===== src/rtl/fphub_operand_pairer.sv =====
// Groups a stream of FPHUB words into (X, Y) operand pairs and buffers them for the adder core.
// Define FPHUB_PAIR_SWAP_EN to store each pair with the larger magnitude first.
module fphub_operand_pairer #(
  parameter int M     = 23,
  parameter int E     = 8,
  parameter int DEPTH = 2
) (
  input  logic                 clk,
  input  logic                 rst,
  input  logic                 in_valid,
  output logic                 in_ready,
  input  logic [E+M:0]         in_data,
  input  logic                 in_sub,
  input  logic                 in_last,
  output logic                 out_valid,
  input  logic                 out_ready,
  output logic [E+M:0]         out_X,
  output logic [E+M:0]         out_Y,
  output logic                 out_odd,
  output logic                 out_swapped,
  output logic [$clog2(DEPTH):0] count
);

  localparam int W  = E + M + 1;
  localparam int AW = $clog2(DEPTH);
  localparam int CW = AW + 1;

  typedef enum logic {
    S_X,
    S_Y
  } state_t;

  state_t          state_reg, state_next;
  logic [W-1:0]    x_hold_reg, x_hold_next;
  logic [AW-1:0]   wr_ptr_reg, rd_ptr_reg;
  logic [CW-1:0]   count_reg;

  logic [W-1:0]    fifo_x_reg   [DEPTH];
  logic [W-1:0]    fifo_y_reg   [DEPTH];
  logic            fifo_odd_reg [DEPTH];
  logic            fifo_sw_reg  [DEPTH];

  logic            in_xfer, out_xfer;
  logic            push;
  logic [W-1:0]    push_x, push_y;
  logic            push_odd;
  logic            do_swap;
  logic [W-1:0]    store_x, store_y;

  // Readiness depends only on registered occupancy, so a pop frees space one cycle later.
  assign in_ready  = (count_reg != CW'(DEPTH));
  assign out_valid = (count_reg != '0);
  assign in_xfer   = in_valid && in_ready;
  assign out_xfer  = out_valid && out_ready;

  always_comb begin
    state_next  = state_reg;
    x_hold_next = x_hold_reg;
    push        = 1'b0;
    push_x      = in_data;
    push_y      = '0;
    push_odd    = 1'b0;
    case (state_reg)
      S_X: begin
        if (in_xfer) begin
          if (in_last) begin
            // Zero pad is the HUB zero, which the adder resolves to Z = X.
            push     = 1'b1;
            push_odd = 1'b1;
          end else begin
            x_hold_next = in_data;
            state_next  = S_Y;
          end
        end
      end
      S_Y: begin
        if (in_xfer) begin
          push       = 1'b1;
          push_x     = x_hold_reg;
          push_y     = {in_data[W-1] ^ in_sub, in_data[W-2:0]};
          state_next = S_X;
        end
      end
      default: state_next = S_X;
    endcase
  end

`ifdef FPHUB_PAIR_SWAP_EN
  // Magnitude-only compare; each sign stays with its own operand.
  assign do_swap = !push_odd && (push_y[W-2:0] > push_x[W-2:0]);
`else
  assign do_swap = 1'b0;
`endif

  assign store_x = do_swap ? push_y : push_x;
  assign store_y = do_swap ? push_x : push_y;

  always_ff @(posedge clk or posedge rst) begin
    if (rst) begin
      state_reg  <= S_X;
      x_hold_reg <= '0;
    end else begin
      state_reg  <= state_next;
      x_hold_reg <= x_hold_next;
    end
  end

  always_ff @(posedge clk or posedge rst) begin
    if (rst) begin
      wr_ptr_reg <= '0;
      rd_ptr_reg <= '0;
      count_reg  <= '0;
    end else begin
      if (push) begin
        wr_ptr_reg <= wr_ptr_reg + AW'(1);
      end
      if (out_xfer) begin
        rd_ptr_reg <= rd_ptr_reg + AW'(1);
      end
      case ({push, out_xfer})
        2'b10:   count_reg <= count_reg + CW'(1);
        2'b01:   count_reg <= count_reg - CW'(1);
        default: count_reg <= count_reg;
      endcase
    end
  end

  genvar gi;
  generate
    for (gi = 0; gi < DEPTH; gi++) begin : g_entry
      always_ff @(posedge clk or posedge rst) begin
        if (rst) begin
          fifo_x_reg[gi]   <= '0;
          fifo_y_reg[gi]   <= '0;
          fifo_odd_reg[gi] <= 1'b0;
          fifo_sw_reg[gi]  <= 1'b0;
        end else if (push && (wr_ptr_reg == AW'(gi))) begin
          fifo_x_reg[gi]   <= store_x;
          fifo_y_reg[gi]   <= store_y;
          fifo_odd_reg[gi] <= push_odd;
          fifo_sw_reg[gi]  <= do_swap;
        end
      end
    end
  endgenerate

  assign out_X       = fifo_x_reg[rd_ptr_reg];
  assign out_Y       = fifo_y_reg[rd_ptr_reg];
  assign out_odd     = fifo_odd_reg[rd_ptr_reg];
  assign out_swapped = fifo_sw_reg[rd_ptr_reg];
  assign count       = count_reg;

endmodule


===== config.mk =====
export PLATFORM = sky130hd
export DESIGN_NAME = fphub_operand_pairer
export DESIGN_NICKNAME = d
export VERILOG_FILES = /design/src/rtl/fphub_operand_pairer.sv
export SDC_FILE = /design/constraint.sdc
export NUM_CORES = 1
export LEC_CHECK = 0
export CAP_MARGIN = 20
export CORE_ASPECT_RATIO = 1.4
export CORE_UTILIZATION = 52
export CTS_BUF_LIST = sky130_fd_sc_hd__clkbuf_4 sky130_fd_sc_hd__clkbuf_8
export DETAILED_ROUTE_END_ITERATION = 8
export PLACE_DENSITY = 0.79
export SLEW_MARGIN = 5
export SYNTH_ARGS = -nofsm -noshare
export SYNTH_HDL_FRONTEND = slang
export SYNTH_SLANG_ARGS = --single-unit

===== constraint.sdc =====
create_clock -name clk -period 5.6 [get_ports clk]
set_input_delay 1.4 -clock clk [delete_from_list [all_inputs] [get_ports clk]]
set_output_delay 1.4 -clock clk [all_outputs]
set_load 0.02 [all_outputs]

==> qor.csv, run 1 <==
metric,value,unit
status,completed,
Worst slew margin,34.8,%
CTS Root Cell,clkbuf_8,
CP Data Arrival Time,2.83,ns
GPL Wtd Cong,0.798,
placed cell area,9140,um^2
Tmin final,4.23,ns
most frequent cell after synthesis,dfrtp_1,
Final WS setup,1.37,ns
Layout area overhead,19.6,%
Row Count,53,
Final setup viols,0,
CP bufs+invs,2,
share of layout cells above drive strength 1,29.4,%
maximum resistive drop on vdd,0.361,mV
Die Footprint,16000,um^2
post-route cell area,9600,um^2
antenna violations before repair,0,
clock sinks,167,
post_cts resized,0,
register area share after synthesis,52.0,%
Storage cell area,4180,um^2
class of the worst hold path,reg2reg,
"Cell Chain, Critical Path","buf_4, mux2_2, clkdlybuf4s50_1",
P_leak,4.01,nW
DR iter-0 viols,517,
postcts setup bufs,0,
worst skew pair latency,0.45,ns
Die Span Y,149,um
Synth top area share,52.0,%
port bufs,106,
Crit Path Max Fanout,34,
CP max stage delay,1.00,ns
All-Layer GR Usage,26.5,%
syn avg cell area,12.3,um^2
RSZ-0062 raised after global routing,false,
CTS tree,built,
"Slowest-stage cell, CP",dfrtp_2,
area occupied by multi-input gates,3510,um^2
first-pass GRT wire length,32.9,mm
Synth cell types,26,
DRT antenna net count,0,
cts hold-fix bufs,0,
Max Cap Viol,0,
Routed wire per std cell,21.7,um
Power Dens Cells,614,nW/um^2
Mapped Area,8030,um^2
initial core utilization,53.4,%
largest net degree at the start of global routing,168,
Synth Area in Compound Gates,14.4,%
placed wire-length estimate,11.6,mm
post-synthesis mux area share,22.6,%
Via Count,6076,
"Reg clk slew, reported paths",0.09,ns
Mapped Nets,694,
Clock Tree Buf Depth,2,
Die W,107,um
CP endpoint kind,output pin,
Yosys warnings,0,
Post-synth EDFFs,0,
Worst Max-Slew Pin Slew,0.977,ns
"CP delay by family, top",flip-flops,
Post-Synth Adder-Cell Area,0.156,%
WL final,20.1,mm
largest family of logic cells by synthesized area,multiplexers,
post-synth top area cell,dfrtp_1,
fin nets,758,
post-route setup TNS,0,ns
crit path launch type,flip-flop,
post-synthesis register bit count,167,
H-Tree Depth,4,
cells after synthesis,655,
fill count,1131,
vias per cell,6.58,
vias in the first global route,6405,
Synth top cells by count,"167 x dfrtp_1, 158 x mux2_2, 66 x a31oi_1, 66 x a41oi_1, 47 x clkbuf_1",
post-synthesis xor/xnor area fraction,0.654,%
CTS buffer count,17,
hold_ws,0.484,ns
final number of hold-violating endpoints,0,
DR pass1 iterations,5,
"FFs w/ async S/R, synth",100,%
I/O pins,108,
Clock Skew,0.0198,ns
final core occ,63.8,%
Setup CP Type,reg2out,
top area cells in the synthesized netlist,"dfrtp_1 52%, mux2_2 22%, a41oi_1 7.2%",
GR Overflow Total,0,
Max Fclk,236,MHz
Post-synth top flop,dfrtp_1,
pre-CTS WS,1.76,ns
n_diodes,0,
Core Area,15100,um^2
simple-gate portion of the synthesized area,5.70,%
WP data required,4.20,ns
Slew Limit Fails,0,
r2r setup slk,2.39,ns
DR DRC count,0,
period utilization,75.6,%
-- worst reg2reg max path, stage by stage, from the launching register on --
cell,delay (ns)
dfrtp_2,0.92
inv_2,0.56
nor4_4,0.80
buf_12,0.38
mux2_2,0.43
-- through the flow --
| step | power [mW] | instances |
|---|---|---|
| 5_1_grt | 6.21 | 924 |
| 3_3_place_gp | 4.80 | 891 |
| 6_report | 5.89 | 924 |
| 2_1_floorplan | 3.88 | 655 |
| 4_1_cts | 5.90 | 924 |
| 3_5_place_dp | 4.92 | 892 |
-- layout by cell type, fill, tap and decap left out, drive strengths merged, types with 4 or more instances in the layout --
| cell type | instances |
|---|---|
| bufinv | 4 |
| xnor2 | 4 |
| dfrtp | 167 |
| and3 | 31 |
| clkdlybuf4s50 | 105 |
| buf | 13 |
| o21ai | 33 |
| nand3 | 34 |
| clkbuf | 22 |
| inv | 4 |
| mux2 | 161 |
| a41oi | 66 |
| clkinvlp | 4 |
| a31oi | 66 |
-- report_power, final --
group | internal [mW] | switching (mW) | leakage [nW]
registers | 1.73 | 0.392 | 2.05
clock network | 0.535 | 0.434 | 0.223
logic | 1.34 | 1.46 | 1.74
-- layout make-up --
cell class,count,share of cell area (%)
Sequential cell,167,43.5
Multi-Input combinational cell,411,36.5
Timing Repair Buffer,118,12.4
Clock buffer,22,3.02
Tap cell,192,2.50
Clock inverter,10,1.76
Inverter,4,0.221
-- per-layer routing --
layer	vias up	part of all wire, %	wire, um	global-route usage (%)
met2	282	52	10500	44.6
li1	2659	-	-	-
met1	3080	38	7640	32.8
met4	0	3.6	732	12.5
met5	-	0	0	0
met3	55	6.0	1200	5.20
-- logic make-up after synthesis --
logic type	Yosys count
xor+xnor	6
buf+inv	77
simple gates	77
compound gates	165
flops	167
fa+ha+maj	1
mux	161
other cells	1
-- worst paths after layout --
path	start	endpoint	cells after the start
max reg2reg	wr_ptr_reg	fifo_y_reg[4]	4
min	fifo_y_reg[31]	fifo_y_reg[31]	1
max	rd_ptr_reg	out_X[14]	3
min reg2reg	fifo_y_reg[31]	fifo_y_reg[31]	1
max in group asynchronous	rst	rd_ptr_reg	3
min in group asynchronous	rst	fifo_y_reg[21]	3
No activity file was read; power rests on OpenSTA's default activity.
==> run 2: changes to the inputs <==
Clock period 5.6 ns to 3.4 ns, I/O delays scaled along.
==> run 2 against run 1 <==
  * Sequential power is 58% higher
  * Die area unchanged
  * Critical endpoint is now out_odd
  * Count of clock-buffer cells in the layout increased by 3
  * Largest power group unchanged
  * Wire length increased by 1.7%
  * Worst setup slack lost 1.1 ns
  * Critical path depth is the same
==> qor.csv, run 2 (synthesis results as in run 1) <==
metric,value,unit,change
"Reg clk slew, reported paths",0.09,ns,about the same
CTS Root Cell,clkbuf_8,,
DR DRC count,0,,unchanged
post-route cell area,9680,um^2,+0.79%
worst hold stages,1,,unchanged
DRT antenna net count,0,,unchanged
M1 wire length,7.73,mm,+1.1%
reg2reg start,wr_ptr_reg,,
antenna violations before repair,0,,unchanged
Tmin final,3.16,ns,
Crit Path Max Fanout,38,,+12%
worst skew pair latency,0.45,ns,about the same
post-route setup TNS,0,ns,unchanged
Worst Hold Launch,fifo_y_reg[10],,
Max Fclk,317,MHz,
Core Area,15100,um^2,unchanged
clock sinks,167,,unchanged
I/O pins,108,,unchanged
largest net degree at the start of global routing,74,,-56%
P_leak,4.05,nW,+1.1%
post_cts resized,0,,unchanged
Gate power share,48.9,%,+1.4 points
period utilization,92.9,%,
Worst Max-Slew Pin Slew,0.740,ns,-0.237 ns
reg2reg path depth,4,,unchanged
postcts setup bufs,0,,unchanged
sw frac,38.4,%,-0.37 points
Tot Pwr,9.77,mW,+66%
Routed wire per std cell,21.9,um,+0.89%
n_diodes,0,,unchanged
met3 WL,998,um,-17%
Die Footprint,16000,um^2,unchanged
placed cell area,9210,um^2,+0.77%
Setup CP Type,reg2out,,
maximum resistive drop on vdd,0.544,mV,+51%
H-Tree Depth,4,,unchanged
most frequent cells in the layout,"165 x dfrtp_1, 158 x mux2_2, 105 x clkdlybuf4s50_1",,
CP Data Arrival Time,2.31,ns,-0.52 ns
final number of hold-violating endpoints,0,,unchanged
status,completed,,
Highest Signal Layer,met4,,
"non-filler cells, final",931,,+0.76%
initial core utilization,53.4,%,unchanged
vias per cell,6.55,,-0.39%
r2r setup slk,1.06,ns,-1.33 ns
hold_ws,0.488,ns,+0.00419 ns
GR Overflow Total,0,,unchanged
Row Count,53,,unchanged
P_int,6.01,mW,+67%
cts hold-fix bufs,0,,unchanged
DR pass1 iterations,5,,unchanged
vias in the first global route,6763,,+5.6%
Clock power frac,16.6,%,+0.2 points
RR Endpoint,fifo_y_reg[29],,
first-pass GRT wire length,33.7,mm,+2.5%
WP data required,2.55,ns,-1.65 ns
placed wire-length estimate,12.6,mm,+8.1%
Clock Tree Buf Depth,2,,unchanged
GPL Wtd Cong,0.755,,-5.5%
Final WS setup,0.243,ns,-1.13 ns
final core occ,64.3,%,+0.51 points
Max Cap Viol,0,,unchanged
Via Count,6098,,+0.36%
CTS tree,built,,
CP endpoint kind,output pin,,
Die Span Y,149,um,unchanged
NetSw,3.75,mW,+64%
port bufs,106,,unchanged
Clock Skew,0.0102,ns,-0.00956 ns
WL final,20.4,mm,+1.7%
RSZ-0062 raised after global routing,false,,
Placed Cells,899,,+0.78%
Hold Path End,fifo_y_reg[10],,
pre-CTS WS,0.552,ns,-1.21 ns
Slew Limit Fails,0,,unchanged
Die W,107,um,unchanged
Power Dens Cells,1010,nW/um^2,+64%
crit path launch type,flip-flop,,
share of layout cells above drive strength 1,30.0,%,+0.67 points
All-Layer GR Usage,27.2,%,+0.65 points
CTS buffer count,17,,unchanged
Worst slew margin,50.6,%,+16 points
Layout area overhead,20.5,%,
Flop pwr share,34.5,%,-1.6 points
class of the worst hold path,reg2reg,,
DR iter-0 viols,429,,-17%
Final setup viols,0,,unchanged
fin nets,765,,+0.92%
"leading cell type in the layout, fill and taps excluded",dfrtp_1,,
wire length on met2,10.9,mm,+4.0%
[run 2: changes by cell type in the layout (fill, tap and decap cells not counted)]
cell	previous run	this run
buf_12	2	5
buf_16	1	0
buf_4	9	14
clkbuf_4	2	3
clkbuf_8	20	22
clkinv_2	0	1
clkinv_4	2	0
clkinvlp_4	4	3
inv_6	1	0
[run 2: routing by layer]
layer	vias up	track usage (%)
li1	2665	-
met1	3120	31.0
met2	257	48.5
met3	56	4.54
met4	0	14.1
met5	-	0
[run 2: critical path: stages (launching register included)]
cell,delay (ns)
dfrtp_2,0.37
buf_4,0.48
mux2_2,0.44
clkdlybuf4s50_1,0.55
[run 2: how the worst max path moves through the flow]
| stage | slack (ns) | start | end | cells after the start |
|---|---|---|---|---|
| 6_report | 0.24 | rd_ptr_reg | out_odd | 3 |
| 2_1_floorplan | 0.42 | rst | count[0] | 1 |
| 3_3_place_gp | 0.60 | in_last | x_hold_reg[2] | 5 |
| 3_5_place_dp | 0.55 | in_last | x_hold_reg[30] | 5 |
| 5_1_grt | 0.15 | rd_ptr_reg | out_odd | 3 |
| 4_1_cts | 0.23 | rd_ptr_reg | out_odd | 3 |
[run 2: cell type report]
| class | count | area, um^2 |
|---|---|---|
| Sequential cell | 167 | 4180 |
| Fill cell | 1140 | 5370 |
| Timing Repair Buffer | 125 | 1260 |
| Inverter | 4 | 21.3 |
| Clock buffer | 25 | 325 |
| Multi-Input combinational cell | 411 | 3510 |
| Clock inverter | 7 | 140 |
| Tap cell | 192 | 240 |
[run 2: power by group through the flow]
stage	logic [mW]	registers, mW	clock network (mW)
2_1_floorplan	3.19	3.21	0
3_3_place_gp	4.64	3.31	0
3_5_place_dp	4.77	3.38	0
4_1_cts	4.80	3.35	1.64
5_1_grt	5.11	3.46	1.73
6_report	4.78	3.37	1.62
